$ cat src/rtl/string_hw_pkg.sv
// Shared types and constants for the string-core job arbiter: FSM states,
// block/length limits and small width helpers.
package string_hw_pkg;

    localparam int BYTES_PER_BLOCK    = 4;
    localparam int MAX_BLOCKS_DEFAULT = 8;
    localparam int MAX_LEN_DEFAULT    = BYTES_PER_BLOCK * MAX_BLOCKS_DEFAULT;

    typedef enum logic [1:0] {
        ST_IDLE    = 2'd0,
        ST_LAUNCH  = 2'd1,
        ST_WAIT    = 2'd2,
        ST_RELEASE = 2'd3
    } arb_state_e;

    function automatic int max_length(input int blocks);
        return BYTES_PER_BLOCK * blocks;
    endfunction

    // Width of a binary requester id; never zero so a single requester still has a port.
    function automatic int id_width(input int n);
        return (n > 1) ? $clog2(n) : 1;
    endfunction

endpackage

$ cat src/rtl/string_job_arbiter_if.sv
// Requester-side and core-side signals of the string job arbiter, bundled
// with a slave view for the arbiter and a master view for whoever drives it.
interface string_job_arbiter_if #(
    parameter int NUM_REQ = 2
) ();
    import string_hw_pkg::*;

    localparam int ID_W = id_width(NUM_REQ);

    logic [NUM_REQ-1:0]      req;
    logic [NUM_REQ-1:0][3:0] req_index;
    logic [NUM_REQ-1:0][7:0] req_length;
    logic [NUM_REQ-1:0]      grant;
    logic [ID_W-1:0]         grant_id;
    logic [NUM_REQ-1:0]      job_done;
    logic [NUM_REQ-1:0]      job_err;
    logic                    core_go;
    logic [3:0]              core_index;
    logic [7:0]              core_length;
    logic                    core_done;
    logic                    busy;

    modport slave (
        input  req, req_index, req_length, core_done,
        output grant, grant_id, job_done, job_err,
        output core_go, core_index, core_length, busy
    );

    modport master (
        output req, req_index, req_length, core_done,
        input  grant, grant_id, job_done, job_err,
        input  core_go, core_index, core_length, busy
    );

endinterface

$ cat src/rtl/rr_arbiter.sv
// Combinational round-robin picker: scans requests starting at rr_ptr_i and
// returns the first hit as a one-hot winner (all-zero when nothing requests).
module rr_arbiter #(
    parameter int NUM_REQ = 2,
    parameter int PTR_W   = 1
) (
    input  logic [NUM_REQ-1:0] req_i,
    input  logic [PTR_W-1:0]   rr_ptr_i,
    output logic [NUM_REQ-1:0] winner_o
);

    logic             found;
    logic [PTR_W-1:0] idx;

    // NOTE: every output and temporary gets a default before the loop so no path leaves a latch.
    always_comb begin
        winner_o = '0;
        found    = 1'b0;
        idx      = '0;
        for (int i = 0; i < NUM_REQ; i++) begin
            idx = PTR_W'((int'(rr_ptr_i) + i) % NUM_REQ);
            if (!found && req_i[idx]) begin
                winner_o[idx] = 1'b1;
                found         = 1'b1;
            end
        end
    end

endmodule

$ cat src/rtl/string_job_arbiter.sv
// Shares one string core between NUM_REQ requesters: round-robin grant,
// length validation, one-cycle launch strobe, completion/timeout reporting.
module string_job_arbiter
    import string_hw_pkg::*;
#(
    parameter int NUM_REQ        = 2,
    parameter int MAX_BLOCKS     = MAX_BLOCKS_DEFAULT,
    parameter int TIMEOUT_CYCLES = 1024
) (
    input  logic                 clk,
    input  logic                 reset_n,
    string_job_arbiter_if.slave  bus
);

    localparam int ID_W    = id_width(NUM_REQ);
    localparam int CNT_W   = $clog2(TIMEOUT_CYCLES + 1);
    localparam int MAX_LEN = max_length(MAX_BLOCKS);

    arb_state_e         state_q, state_d;
    logic [NUM_REQ-1:0] grant_q, grant_d;
    logic [ID_W-1:0]    grant_id_q, grant_id_d;
    logic [ID_W-1:0]    rr_ptr_q, rr_ptr_d;
    logic [NUM_REQ-1:0] job_done_q, job_done_d;
    logic [NUM_REQ-1:0] job_err_q, job_err_d;
    logic [3:0]         core_index_q, core_index_d;
    logic [7:0]         core_length_q, core_length_d;
    logic [CNT_W-1:0]   wait_cnt_q, wait_cnt_d;
    logic               core_done_q;

    logic [NUM_REQ-1:0] winner;
    logic [ID_W-1:0]    win_id;
    logic [7:0]         win_length;
    logic               win_len_ok;
    logic               owner_req;
    logic               done_rise;
    logic [CNT_W-1:0]   wait_cnt_inc;
    logic               timeout;

    rr_arbiter #(
        .NUM_REQ (NUM_REQ),
        .PTR_W   (ID_W)
    ) u_rr_arbiter (
        .req_i    (bus.req),
        .rr_ptr_i (rr_ptr_q),
        .winner_o (winner)
    );

    always_comb begin
        win_id = '0;
        for (int i = 0; i < NUM_REQ; i++) begin
            if (winner[i]) win_id = ID_W'(i);
        end
    end

    assign win_length   = bus.req_length[win_id];
    assign win_len_ok   = (win_length != 8'd0) && (int'(win_length) <= MAX_LEN);
    assign owner_req    = |(bus.req & grant_q);
    // Completion is an edge, so a core_done left high from an earlier job is ignored.
    assign done_rise    = bus.core_done & ~core_done_q;
    assign wait_cnt_inc = wait_cnt_q + 1'b1;
    assign timeout      = int'(wait_cnt_inc) >= (TIMEOUT_CYCLES - 1);

    always_comb begin
        state_d       = state_q;
        grant_d       = grant_q;
        grant_id_d    = grant_id_q;
        rr_ptr_d      = rr_ptr_q;
        core_index_d  = core_index_q;
        core_length_d = core_length_q;
        wait_cnt_d    = wait_cnt_q;
        job_done_d    = '0;
        job_err_d     = '0;
        case (state_q)
            ST_IDLE: begin
                if (|bus.req) begin
                    grant_d       = winner;
                    grant_id_d    = win_id;
                    core_index_d  = bus.req_index[win_id];
                    core_length_d = win_length;
                    rr_ptr_d      = (win_id == ID_W'(NUM_REQ - 1)) ? '0 : win_id + 1'b1;
                    if (win_len_ok) begin
                        state_d = ST_LAUNCH;
                    end else begin
                        job_err_d = winner;
                        state_d   = ST_RELEASE;
                    end
                end
            end
            ST_LAUNCH: begin
                wait_cnt_d = '0;
                state_d    = ST_WAIT;
            end
            ST_WAIT: begin
                wait_cnt_d = wait_cnt_inc;
                if (done_rise) begin
                    job_done_d = grant_q;
                    state_d    = ST_RELEASE;
                end else if (timeout) begin
                    job_err_d = grant_q;
                    state_d   = ST_RELEASE;
                end
            end
            ST_RELEASE: begin
                if (!owner_req) begin
                    grant_d    = '0;
                    grant_id_d = '0;
                    state_d    = ST_IDLE;
                end
            end
            default: state_d = ST_IDLE;
        endcase
    end

    // NOTE: state registers use non-blocking assignments so every flop samples pre-edge values.
    always_ff @(posedge clk or negedge reset_n) begin
        if (!reset_n) begin
            state_q       <= ST_IDLE;
            grant_q       <= '0;
            grant_id_q    <= '0;
            rr_ptr_q      <= '0;
            job_done_q    <= '0;
            job_err_q     <= '0;
            core_index_q  <= '0;
            core_length_q <= '0;
            wait_cnt_q    <= '0;
            core_done_q   <= 1'b0;
        end else begin
            state_q       <= state_d;
            grant_q       <= grant_d;
            grant_id_q    <= grant_id_d;
            rr_ptr_q      <= rr_ptr_d;
            job_done_q    <= job_done_d;
            job_err_q     <= job_err_d;
            core_index_q  <= core_index_d;
            core_length_q <= core_length_d;
            wait_cnt_q    <= wait_cnt_d;
            core_done_q   <= bus.core_done;
        end
    end

    assign bus.grant       = grant_q;
    assign bus.grant_id    = grant_id_q;
    assign bus.job_done    = job_done_q;
    assign bus.job_err     = job_err_q;
    assign bus.core_go     = (state_q == ST_LAUNCH);
    assign bus.core_index  = core_index_q;
    assign bus.core_length = core_length_q;
    assign bus.busy        = (state_q != ST_IDLE);

endmodule

$ cat src/flat_wrapper.sv
// flat-port wrapper written by rule: the top's interface ports become plain ports
module string_job_arbiter_flat import string_hw_pkg::*;
#(
    parameter int NUM_REQ        = 2,
    parameter int MAX_BLOCKS     = MAX_BLOCKS_DEFAULT,
    parameter int TIMEOUT_CYCLES = 1024
)
  (clk, reset_n, bus_req, bus_req_index, bus_req_length, bus_core_done, bus_grant, bus_grant_id, bus_job_done, bus_job_err, bus_core_go, bus_core_index, bus_core_length, bus_busy);
  string_job_arbiter_if #(.NUM_REQ(NUM_REQ)) bus_i ();
  input  logic clk;
  input  logic reset_n;
  input wire logic [$bits(bus_i.req)-1:0] bus_req;
  input wire logic [$bits(bus_i.req_index)-1:0] bus_req_index;
  input wire logic [$bits(bus_i.req_length)-1:0] bus_req_length;
  input wire logic [$bits(bus_i.core_done)-1:0] bus_core_done;
  output wire logic [$bits(bus_i.grant)-1:0] bus_grant;
  output wire logic [$bits(bus_i.grant_id)-1:0] bus_grant_id;
  output wire logic [$bits(bus_i.job_done)-1:0] bus_job_done;
  output wire logic [$bits(bus_i.job_err)-1:0] bus_job_err;
  output wire logic [$bits(bus_i.core_go)-1:0] bus_core_go;
  output wire logic [$bits(bus_i.core_index)-1:0] bus_core_index;
  output wire logic [$bits(bus_i.core_length)-1:0] bus_core_length;
  output wire logic [$bits(bus_i.busy)-1:0] bus_busy;
  assign bus_i.req = bus_req;
  assign bus_i.req_index = bus_req_index;
  assign bus_i.req_length = bus_req_length;
  assign bus_i.core_done = bus_core_done;
  assign bus_grant = bus_i.grant;
  assign bus_grant_id = bus_i.grant_id;
  assign bus_job_done = bus_i.job_done;
  assign bus_job_err = bus_i.job_err;
  assign bus_core_go = bus_i.core_go;
  assign bus_core_index = bus_i.core_index;
  assign bus_core_length = bus_i.core_length;
  assign bus_busy = bus_i.busy;
  string_job_arbiter #(.NUM_REQ(NUM_REQ), .MAX_BLOCKS(MAX_BLOCKS), .TIMEOUT_CYCLES(TIMEOUT_CYCLES)) u_core (.clk(clk), .reset_n(reset_n), .bus(bus_i));
endmodule
$ cat config.mk
export PLATFORM = sky130hd
export DESIGN_NAME = string_job_arbiter_flat
export DESIGN_NICKNAME = d
export VERILOG_FILES = /design/src/rtl/string_hw_pkg.sv /design/src/rtl/string_job_arbiter_if.sv /design/src/rtl/rr_arbiter.sv /design/src/rtl/string_job_arbiter.sv /design/src/flat_wrapper.sv
export SDC_FILE = /design/constraint.sdc
export NUM_CORES = 1
export LEC_CHECK = 0
export BUFFER_PORTS_ARGS = -buffer_cell sky130_fd_sc_hd__buf_2
export CAP_MARGIN = 20
export CORE_MARGIN = 10
export CORE_UTILIZATION = 37
export DETAILED_ROUTE_END_ITERATION = 6
export SYNTH_ARGS = -nofsm -noshare
export SYNTH_HDL_FRONTEND = slang
export SYNTH_HIERARCHICAL = 1
export SYNTH_SLANG_ARGS = --single-unit
$ cat constraint.sdc
create_clock -name clk -period 3.6 [get_ports clk]
set_input_delay 0.72 -clock clk [delete_from_list [all_inputs] [get_ports clk]]
set_output_delay 0.72 -clock clk [all_outputs]
set_load 0.005 [all_outputs]
==> flow_metrics.tcl, run 1 <==
set metrics [dict create \
    status "finished clean" \
    syn_area_um2 1824 \
    min_period_over_period 0.6448 \
    final_common_cell "buf_2" \
    yosys-top-cells-area "dfrtp_1, mux2i_1, nand2_1, o21ai_0, ha_1" \
    grt_pass1_vias 1603 \
    antenna_found_initial 0 \
    drt-total-wl_mm 4.091 \
    cts_resized 0 \
    multi_input_area_um2 932.1 \
    core_um2 4755 \
    min_path_type "flop to flop" \
    power.total_mw 1.423 \
    finalSetupViolations 0 \
    crit_chain "buf_2 -> a21boi_2 -> nor4b_1 -> a22oi_1 -> xnor2_1 -> o21ai_1 -> nor2b_1 -> a31o_1" \
    clkLatencyLatePin_ns 0.27 \
    final_hold_viol_count 0 \
    cp-startpoint "bus_req[0]" \
    yosys_warnings 6 \
    cp_max_fo 12 \
    power_frac_seq 0.388 \
    dp_hpwl_mm 3.172 \
    met3_usage 0.04904 \
    total_leakage_power_nw 1.093 \
    synthCells 190 \
    nNetsFinal 274 \
    ff2ff_setup_slack_ns 1.43 \
    use_met1 0.1365 \
    area_growth_pct 21.61 \
    critical_path_class "primary input to flop" \
    p_per_area_nw_per_um2 641.3 \
    peakVddDrop_mv 0.3644 \
    yosys-mux-area-fraction 0.1043 \
    worstSetupStartpointType "primary input" \
    route.vias.total 1518 \
    synth.distinct_cells 39 \
    drtIter0Drc 48 \
    syn_avg_cell_area_um2 9.601 \
    synth_edf_count 0 \
    seq_area_um2 825.8 \
    numCtsBuffers 5 \
    slew_violations 0 \
    power.switching_uw 554.9 \
    ys.flop_type "dfrtp_1" \
    grt_pass1_wl_mm 7.176 \
    synthSimpleGateAreaFrac 0.1667 \
    cts_tree "done" \
    synth_top_cell_area_share 0.4527 \
    drt_pre_antenna_iters 4 \
    slowest_stage "a21boi_2" \
    drc 0 \
    ys_ff_latch 33 \
    clock_power_share 0.193 \
    synth_top_family_by_area "compound AO/OA/AOI/OAI gates" \
    hold_buffers 0 \
    clock-sinks 33 \
    synth_xor_area_frac 0.02881 \
    start_util 0.3837 \
    rsz0062_at_grt "no" \
    ys_seq_area_frac 0.4527 \
    routabilityCongestion 0.8109 \
    crit_arrival_ns 2.48 \
    num_antenna_cells 0 \
    synth_compound_gate_area_share 0.1680 \
    tightest_slew_ns 0.7247 \
    fmax_mhz 430.8 \
    finalCriticalPeriod_ns 2.321 \
    cts_max_path_buffers 2 \
    grt_max_degree 34 \
    postRouteAntennaNets 0 \
    async_flop_share 1.000 \
    postCtsSetupBuffers 0 \
    grt-ovfl-total 0 \
    fillCellCount 495 \
    final_cell_mix "buf_2, dfrtp_1, nand2_1" \
    top_usage_layer "met2" \
    min-delay-start "u_core/bus.core_index[0]$_DFFE_PN0P_" \
    grt_usage 0.1034 \
    fin_skew_ns 0.004995 \
    clk_pin_slew_ns 0.06 \
    critPathRequiredTime_ns 3.76 \
    die_h_um 90.22 \
    synth_fa_ha_area_frac 0.04115 \
    numPortBuffers 49 \
    synth_top_cell_by_area "dfrtp_1" \
    ctsHtreeMaxLevel 2 \
    row_count 25 \
    wl_per_cell_um 13.37 \
    power_frac_comb 0.419 \
    die_w_um 90.22 \
    maxCapViolCount 0 \
    grt_use_met2 0.1435 \
    cp_slowest_stage_delay_ns 0.58 \
    ios 50 \
    p_sw_frac 0.3901 \
    p_int_uw 867.7 \
    dieArea_um2 8139 \
    tns_ns 0 \
    drive_above_1_share 0.2552 \
    vias_per_cell 4.961 \
    endpoint_kind "flop" \
    cts-root-buf "clkbuf_8" \
    r2r_start "u_core/rr_ptr_q$_DFFE_PN0P_" \
    slew-limit-headroom 0.5169 \
    syn_nets 225 \
]
[cell type report]
type                    instances  area share
repair buffers                 51      0.1173
clock buffers                   7     0.03892
multi-input cells             140      0.4202
flip-flops and latches         33      0.3723
well taps                      67     0.03779
inverters                       8     0.01354
[synthesized netlist by cell type (2+ instances only)]
library cell  number
nor3_1             2
nor2b_1            3
and3_1             2
clkbuf_1           5
o21ai_0           20
dfrtp_1           33
xor2_1             5
o21ai_1            3
a22oi_1            2
a22o_1             3
nand3_1            4
a31o_1             2
nor2_1            15
a21oi_1            2
nand2_1           28
o2bb2ai_1          6
mux2i_1           19
buf_2              2
inv_1              8
o2111ai_1          2
ha_1               6
[routing by layer]
metal	vias up	wire (um)	part of all wire
li1	762	-	-
met1	693	2087	0.51
met2	59	1594	0.39
met3	4	370	0.090
met4	0	38	0.0093
met5	-	0	0
[state kept, by name, indices dropped and copies added, names as in the netlist]
signal	cells
u_core/wait_cnt_q	11
u_core/bus.core_length	8
u_core/bus.core_index	4
u_core/bus.grant	2
u_core/bus.job_done	2
u_core/bus.job_err	2
u_core/state_q	2
u_core/core_done_q	1
u_core/rr_ptr_q	1
[worst max-delay path, delay by kind of cell]
family / cells / cell delay, ns
AND/OR/NAND/NOR: 2 / 0.47
XOR/XNOR: 1 / 0.14
buffers and inverters: 1 / 0.13
AO/OA/AOI/OAI: 4 / 1.03
[stage by stage]
step	utilization	cells	area, um2	hold slack [ns]	setup WS [ns]
2_1_floorplan	-	190	1824	0.4244	1.469
3_3_place_gp	0.4484	299	2132	0.4601	1.075
3_5_place_dp	0.4484	299	2132	0.4650	1.018
4_1_cts	0.4666	306	2218	0.4799	1.308
5_1_grt	0.4666	306	2218	0.5081	1.157
6_report	0.4666	306	2218	0.4716	1.279
[path summary, 6_finish.rpt]
kind                                                         to  cells past startpoint
setup / recovery                u_core/bus.job_err[0]$_DFF_PN0_                      8
hold / removal             u_core/bus.core_index[0]$_DFFE_PN0P_                      2
setup reg to reg                u_core/bus.job_err[0]$_DFF_PN0_                      8
hold reg to reg            u_core/bus.core_index[0]$_DFFE_PN0P_                      2
max in group asynchronous     u_core/wait_cnt_q[10]$_DFFE_PN0P_                      1
min in group asynchronous      u_core/wait_cnt_q[5]$_DFFE_PN0P_                      1
[power groups by stage]
stage | Clock [mW] | Sequential, mW | Combinational [mW]
floorplan | 0 | 0.550 | 0.391
global route | 0.299 | 0.569 | 0.695
finish | 0.274 | 0.552 | 0.596
CTS | 0.286 | 0.552 | 0.609
detailed placement | 0 | 0.554 | 0.610
global placement | 0 | 0.557 | 0.597
[logic make-up after synthesis]
| group | count (synthesis) |
|---|---|
| buffers and inverters | 17 |
| and+or+nand+nor | 63 |
| muxes | 19 |
| adders and majority gates | 6 |
| AOI/OAI and AO/OA | 46 |
| xor gates and xnor gates | 6 |
| DFF | 33 |
Note: power is estimated with default switching activity, not from simulation.
==> inputs of run 2 (changes only) <==
Clock period 3.6 ns to 2.4 ns, I/O delays scaled along.
==> flow_metrics.tcl, run 2 (synthesized netlist as in run 1, its figures left out) <==
set metrics [dict create \
    antenna_found_initial 0 \
    route.vias.total 1505 \
    p_per_area_nw_per_um2 978.2 \
    drc 0 \
    power_frac_comb 0.411 \
    rsz0062_at_grt "no" \
    core_um2 4755 \
    critical_path_class "flop to flop" \
    clock-sinks 33 \
    grt_pass1_vias 1618 \
    drt-total-wl_mm 4.274 \
    wl_per_cell_um 13.88 \
    drive_above_1_share 0.2656 \
    tns_ns 0 \
    clk_pin_slew_ns 0.07 \
    dieArea_um2 8139 \
    cts_max_path_buffers 2 \
    crit_chain "ha_1 -> nand2_1 -> or3_1 -> a21oi_1 -> o2111ai_1 -> a31oi_2 -> mux2i_1" \
    slew_violations 0 \
    grt_max_degree 34 \
    routabilityCongestion 0.8453 \
    worstSetupStartpointType "flop" \
    postRouteAntennaNets 0 \
    finalCriticalPeriod_ns 2.018 \
    die_h_um 90.22 \
    grt_usage 0.1075 \
    cts_tree "done" \
    cts_resized 0 \
    num_antenna_cells 0 \
    largest_reg_flops 11 \
    slew-limit-headroom 0.4854 \
    dp_hpwl_mm 3.272 \
    total_leakage_power_nw 1.108 \
    final_hold_viol_count 0 \
    peakVddDrop_mv 0.4530 \
    min_path_type "primary input to asynchronous set/reset pin" \
    area_growth_pct 22.84 \
    start_util 0.3837 \
    critPathRequiredTime_ns 2.62 \
    numPortBuffers 49 \
    seq_area_um2 825.8 \
    ctsHtreeMaxLevel 2 \
    ios 50 \
    maxCapViolCount 0 \
    layout_setup_ws_ns 0.3819 \
    multi_input_area_um2 932.1 \
    cp_slowest_stage_delay_ns 0.39 \
    drtIter0Drc 56 \
    clock_power_share 0.213 \
    final_common_cell "buf_2" \
    nNetsFinal 275 \
    min_period_over_period 0.8409 \
    hold_buffers 0 \
    cts-root-buf "clkbuf_8" \
    fmax_mhz 495.5 \
    final_cell_mix "buf_2, dfrtp_1, nand2_1" \
    postCtsSetupBuffers 0 \
    row_count 25 \
    clkLatencyLatePin_ns 0.29 \
    fillCellCount 483 \
    power_frac_seq 0.377 \
    grt_pass1_wl_mm 7.369 \
    vias_per_cell 4.886 \
    registers.top_by_ff_count "u_core/wait_cnt_q" \
    endpoint_kind "flop" \
    tightest_slew_ns 0.7719 \
    p_sw_frac 0.3899 \
    place_ws_ns 0.4010 \
    numCtsBuffers 5 \
    grt-ovfl-total 0 \
    crit_arrival_ns 2.23 \
    cp_max_fo 5 \
    finalSetupViolations 0 \
    p_int_mw 1.337 \
    drt_pre_antenna_iters 4 \
    die_w_um 90.22 \
    post-route-util 0.4713 \
    slowest_stage "dfrtp_1" \
    status "finished clean" \
    power.switching_uw 854.7 \
    fin_skew_ns 0.009432 \
]
run 2: changes by cell type in the layout (fill, tap and decap cells not counted), sizes merged:
cell	previous run	this run
buf	51	52
clkinv	0	1
run 2: layout make-up:
type                            instances  share of cell area
Clock inverter                          1            0.002233
Multi-Input combinational cell        140              0.4160
Clock buffer                            7             0.04299
Timing Repair Buffer                   52              0.1195
Inverter                                8             0.01340
Tap cell                               67             0.03741
Sequential cell                        33              0.3685
run 2: worst paths after layout:
check	cells after the start	to	startpoint	slack, ns
max	7	u_core/state_q[1]$_DFFE_PN0P_	u_core/wait_cnt_q[1]$_DFFE_PN0P_	0.38
min	1	u_core/bus.job_done[0]$_DFF_PN0_	reset_n	0.26
max reg2reg	7	u_core/state_q[1]$_DFFE_PN0P_	u_core/wait_cnt_q[1]$_DFFE_PN0P_	0.38
min reg2reg	2	u_core/bus.core_index[3]$_DFFE_PN0P_	u_core/bus.core_index[3]$_DFFE_PN0P_	0.48
max in group asynchronous	1	u_core/wait_cnt_q[7]$_DFFE_PN0P_	reset_n	1.64
min in group clk	1	u_core/core_done_q$_DFF_PN0_	bus_core_done	0.31
run 2: routing by layer:
layer,vias up,part of all wire,wire length (um),track usage
met4,0,0.012,53,0.03581
met1,683,0.48,2035,0.1345
met3,7,0.12,532,0.06899
met2,51,0.39,1652,0.1453
li1,764,-,-,-
met5,-,0,0,0
run 2: metrics by stage:
step / hold slack, ns / area (um2) / power, mW / cells
6_report: 0.2635 / 2241 / 2.192 / 308
5_1_grt: 0.2977 / 2241 / 2.409 / 308
4_1_cts: 0.2899 / 2241 / 2.232 / 308
3_5_place_dp: 0.4693 / 2140 / 1.759 / 300
3_3_place_gp: 0.4589 / 2140 / 1.737 / 300
2_1_floorplan: 0.1844 / 1824 / 1.411 / 190
run 2: critical path: cells and delay by family (launching register included):
kind,cells,cell delay [ns]
DFF,1,0.39
adders and majority gates,1,0.26
and+or+nand+nor,2,0.50
muxes,1,0.21
AOI/OAI and AO/OA,3,0.58
run 2: power by group through the flow:
stage	sequential [mW]	clock, mW	combinational [mW]
4_1_cts	0.831	0.479	0.922
6_report	0.826	0.466	0.900
3_3_place_gp	0.833	0	0.904
3_5_place_dp	0.840	0	0.919
2_1_floorplan	0.825	0	0.586
5_1_grt	0.856	0.504	1.05
